`src/rtl/fall_timer_bank.sv`:
```
// Bank of independent fall timers.
// Each channel counts airborne cycles and latches a splat on a late landing.
module fall_timer_bank #(
  parameter int NUM_CH = 4,
  parameter int CNT_W  = 6,
  parameter int THRESH = 20
) (
  input  logic                    clk,
  input  logic                    areset,
  input  logic [NUM_CH-1:0]       fall,
  input  logic [NUM_CH-1:0]       clr,
  output logic [NUM_CH*CNT_W-1:0] cnt,
  output logic [NUM_CH-1:0]       over,
  output logic [NUM_CH-1:0]       splat,
  output logic                    any_splat
);

  if (NUM_CH < 1) begin : g_bad_ch
    $error("fall_timer_bank: NUM_CH must be >= 1");
  end

  if (THRESH < 1 || THRESH > (1 << CNT_W) - 1) begin : g_bad_th
    $error("fall_timer_bank: THRESH out of range 1..2^CNT_W-1");
  end

  typedef enum logic [1:0] {
    IDLE,
    FALLING,
    EXPIRED,
    SPLAT
  } st_t;

  localparam logic [CNT_W-1:0] TH = CNT_W'(THRESH);

  for (genvar g = 0; g < NUM_CH; g++) begin : g_ch
    st_t              st_q, st_d;
    logic [CNT_W-1:0] cnt_q, cnt_d;
    logic [CNT_W-1:0] n;

    // Saturating increment: the counter never wraps past all-ones.
    assign n = (&cnt_q) ? cnt_q : cnt_q + 1'b1;

    always_ff @(posedge clk or posedge areset) begin
      if (areset) begin
        st_q  <= IDLE;
        cnt_q <= '0;
      end else begin
        st_q  <= st_d;
        cnt_q <= cnt_d;
      end
    end

    always_comb begin
      st_d  = st_q;
      cnt_d = cnt_q;
      if (clr[g]) begin
        st_d  = IDLE;
        cnt_d = '0;
      end else begin
        unique case (st_q)
          IDLE, FALLING: begin
            if (fall[g]) begin
              cnt_d = n;
              st_d  = (n >= TH) ? EXPIRED : FALLING;
            end else begin
              cnt_d = '0;
              st_d  = IDLE;
            end
          end
          EXPIRED: begin
            if (fall[g]) cnt_d = n;
            else         st_d  = SPLAT;
          end
          SPLAT: begin
            st_d  = SPLAT;
            cnt_d = cnt_q;
          end
          default: begin
            st_d  = IDLE;
            cnt_d = '0;
          end
        endcase
      end
    end

    always_comb begin
      cnt[g*CNT_W +: CNT_W] = cnt_q;
      over[g]               = (st_q == EXPIRED);
      splat[g]              = (st_q == SPLAT);
    end
  end

  assign any_splat = |splat;

endmodule

```
`config.mk`:
```
export PLATFORM = sky130hd
export DESIGN_NAME = fall_timer_bank
export DESIGN_NICKNAME = d
export VERILOG_FILES = /design/src/rtl/fall_timer_bank.sv
export SDC_FILE = /design/constraint.sdc
export NUM_CORES = 1
export LEC_CHECK = 0
export BUFFER_PORTS_ARGS = -buffer_cell sky130_fd_sc_hd__buf_4
export CAP_MARGIN = 10
export CORE_ASPECT_RATIO = 0.75
export CORE_UTILIZATION = 50
export CTS_BUF_LIST = sky130_fd_sc_hd__clkbuf_8
export CTS_CLUSTER_SIZE = 30
export DETAILED_ROUTE_END_ITERATION = 6
export PLACE_DENSITY = 0.78
export SKIP_CTS_REPAIR_TIMING = 1
export SYNTH_ARGS = -nofsm -noshare
export SYNTH_HDL_FRONTEND = slang
export SYNTH_SLANG_ARGS = --single-unit
```
`constraint.sdc`:
```
create_clock -name clk -period 1.6 [get_ports clk]
set_clock_uncertainty 0.05 [all_clocks]
set_input_delay 0.32 -clock clk [delete_from_list [all_inputs] [get_ports clk]]
set_output_delay 0.32 -clock clk [all_outputs]
set_load 0.01 [all_outputs]
```
==> metrics.md <==
| Metric | Value |
|---|---|
| Placed insts | `326` |
| Finished Layout Cells | `335` |
| Die X-Extent | `72.6 um` |
| Fill count | `264` |
| DR pass1 iterations | `5` |
| Top Usage Layer GRT | `met2` |
| Layout cells sized above 1 | `0.365` |
| CTS tree | `yes` |
| Via Count | `1,922` |
| Final WL | `4890 um` |
| P_leak | `0.00129 uW` |
| First-pass GRT wire length | `7780 um` |
| Clock Latency Late Sink | `290 ps` |
| Final Hold Viols | `0` |
| CP arrival | `1480 ps` |
| Post-Syn Area | `0.00187 mm^2` |
| Critical Path RT | `1230 ps` |
| Final Cell Area | `0.00264 mm^2` |
| Slowest CP cell | `or4_4` |
| Grt total ovfl | `0` |
| Core Box Area | `0.00342 mm^2` |
| Final period util | `1.16` |
| Synth top area cells | `dfrtp_1 43%, a21oi_1 5.4%, nand2_1 3.8%` |
| Multi-input gate area | `0.00107 mm^2` |
| Most frequent cells in the layout | `74 x buf_4, 28 x dfrtp_1, 20 x a21oi_1, 18 x nand2_1, 13 x inv_1` |
| CTS Buf Count | `5` |
| Worst path max stage delay | `500 ps` |
| ANT cells | `0` |
| Async SR Flop Fraction | `1.00` |
| Most common cell after layout, fill and taps aside | `buf_4` |
| CTS Buffer Depth | `2` |
| Drt drc | `0` |
| Max Slew Vio Count | `0` |
| Ys flop type | `dfrtp_1` |
| Status | `complete, but fails checks` |
| Cell row count | `18` |
| Class of the worst hold path | `primary input to async pin` |
| Power share of the combinational group | `0.106` |
| Critical-path cell list | `and2_4 -> or4_4 -> buf_6` |
| Port-buffer cells | `42` |
| Slew @ Worst Pin | `396 ps` |
| Critical path peak fanout | `3` |
| Register share of total power | `0.511` |
| Peak supply drop | `0.561 mV` |
| PD cells | `618 mW/mm^2` |
| Clock share of power | `0.382` |
| Register area share after synthesis | `0.428` |
| DR vias/cell | `5.74` |
| Post-synth net total | `218` |
| Met2 Track Usage GR | `0.388` |
| Vias in the first global route | `1,678` |
| Clock sink count | `32` |
| Crit path time final | `1850 ps` |
| Starting Density | `0.546` |
| H-tree levels | `2` |
| Final setup violation count | `3` |
| FF+latch count, synth | `32` |
| Internal | `1250 uW` |
| Initial antenna violation count | `0` |
| Synth warn | `0` |
| RSZ-0062 raised after global routing | `yes` |
| CP Capture Type | `output port` |
| Setup TNS | `-307 ps` |
| Yosys top cell by area | `dfrtp_1` |
| Clock Root Buffer | `clkbuf_8` |
| ANT nets after route | `0` |
| P&R area growth vs syn | `41.2%` |
| Yosys cell types | `51` |
| Worst Setup Slack, final | `-251 ps` |
| Synth Area per Inst | `9.17 um^2` |
| Fmax | `540 MHz` |
| IO Pins | `43` |
| Slew HR | `0.736` |
| Largest net degree at the start of global routing | `33` |
| Nets | `298` |
| Switching Fraction | `0.236` |
| Grt met1 use | `0.382` |
| Worst setup SP type | `register` |
| Max-cap violations | `0` |
| Placed inst area | `0.00251 mm^2` |
| Die Y | `55.0 um` |
| Mapped Cells | `204` |
| Total GRT Usage | `0.267` |
| Total die area | `0.00399 mm^2` |
| Reg clk slew, reported paths | `60 ps` |
| Post-synth top area share | `0.428` |
| Gpl congestion | `0.836` |
| DR iter-0 viols | `90` |
| FF/Latch Area | `806 um^2` |
| Met3 usage | `0.0562` |
| Drt wl/cell | `14.6 um` |
| Crit Path Category | `register to output port` |
| Hpwl dp | `3560 um` |
| EDFF count, synth | `0` |
| Failing checks | `setup timing` |
| Net Switching | `386 uW` |
[synth_stat cells, types with 2 or more instances]
cell type / n
ha_1: 4
xnor2_1: 2
nand2b_1: 11
and3_1: 5
a32o_1: 2
nand2_1: 19
nand3_1: 9
or4_1: 2
o21a_1: 2
nor2_1: 8
a32oi_1: 3
nor3_1: 3
o21ai_0: 9
nor2b_1: 7
a21oi_1: 20
o21ai_1: 5
a311oi_1: 2
o31ai_1: 3
a22o_1: 3
a31oi_1: 4
a41o_1: 2
and2_1: 5
mux2i_1: 2
dfrtp_1: 32
o2bb2ai_1: 2
nand3b_1: 2
inv_1: 12
[worst paths after layout]
check,startpoint,cells after the start,end,slack [ps]
min in group clk,clr[0],3,g_ch[0].st_q[0],310
max,g_ch[2].st_q[0],3,any_splat,-250
max in group asynchronous,areset,3,g_ch[2].cnt_q[0],1130
min,areset,3,g_ch[3].st_q[0],60
max reg2reg,g_ch[1].cnt_q[1],5,g_ch[1].st_q[1],-40
min reg2reg,g_ch[3].cnt_q[1],2,g_ch[3].cnt_q[1],570
[worst max-delay path: cells and delay by family (launching register included)]
family,cells,cell delay [ps]
buffers and inverters,1,130
AND/OR/NAND/NOR,2,670
flip-flops,1,390
[cell type report]
| class | instances | share of cell area |
|---|---|---|
| clock buffers | 6 | 0.0313 |
| flip-flops and latches | 32 | 0.305 |
| clock inverters | 2 | 0.00284 |
| repair buffers | 75 | 0.215 |
| inverters | 12 | 0.0171 |
| multi-input cells | 158 | 0.405 |
| well taps | 50 | 0.0237 |
[layer usage]
layer  up-vias  share of wire
met5         -              0
met4         0          0.022
met3        12          0.059
met2        74           0.44
met1       918           0.48
li1        918              -
[sequential cells by signal, indices dropped and copies added (netlist names)]
signal	flops
g_ch.cnt_q	24
g_ch.st_q	8
[cell families after synthesis]
family	after synthesis	synth area share
simple gates	79	0.234
fa+ha+maj	4	0.0268
xor+xnor	2	0.00937
buf+inv	14	0.0321
mux	3	0.0167
compound gates	70	0.253
flops	32	0.428
[metrics by stage]
step | hold WS, ps | setup WS, ps | total power [uW] | util
after floorplan | 386 | -51.5 | 936 | -
after global placement | 381 | -5.11 | 1020 | 0.734
after detailed placement | 387 | -34.5 | 1020 | 0.734
after CTS | 78.2 | -283 | 1640 | 0.760
after global routing | 118 | -281 | 1700 | 0.772
final | 60.7 | -251 | 1630 | 0.772
[power groups by stage]
stage               clock (uW)  combinational [uW]  sequential (uW)
floorplan                    0                75.5              860
global placement             0                 169              849
detailed placement           0                 171              850
CTS                        632                 172              835
global route               670                 195              836
finish                     625                 174              835
Note: power is estimated with default switching activity, not from simulation.
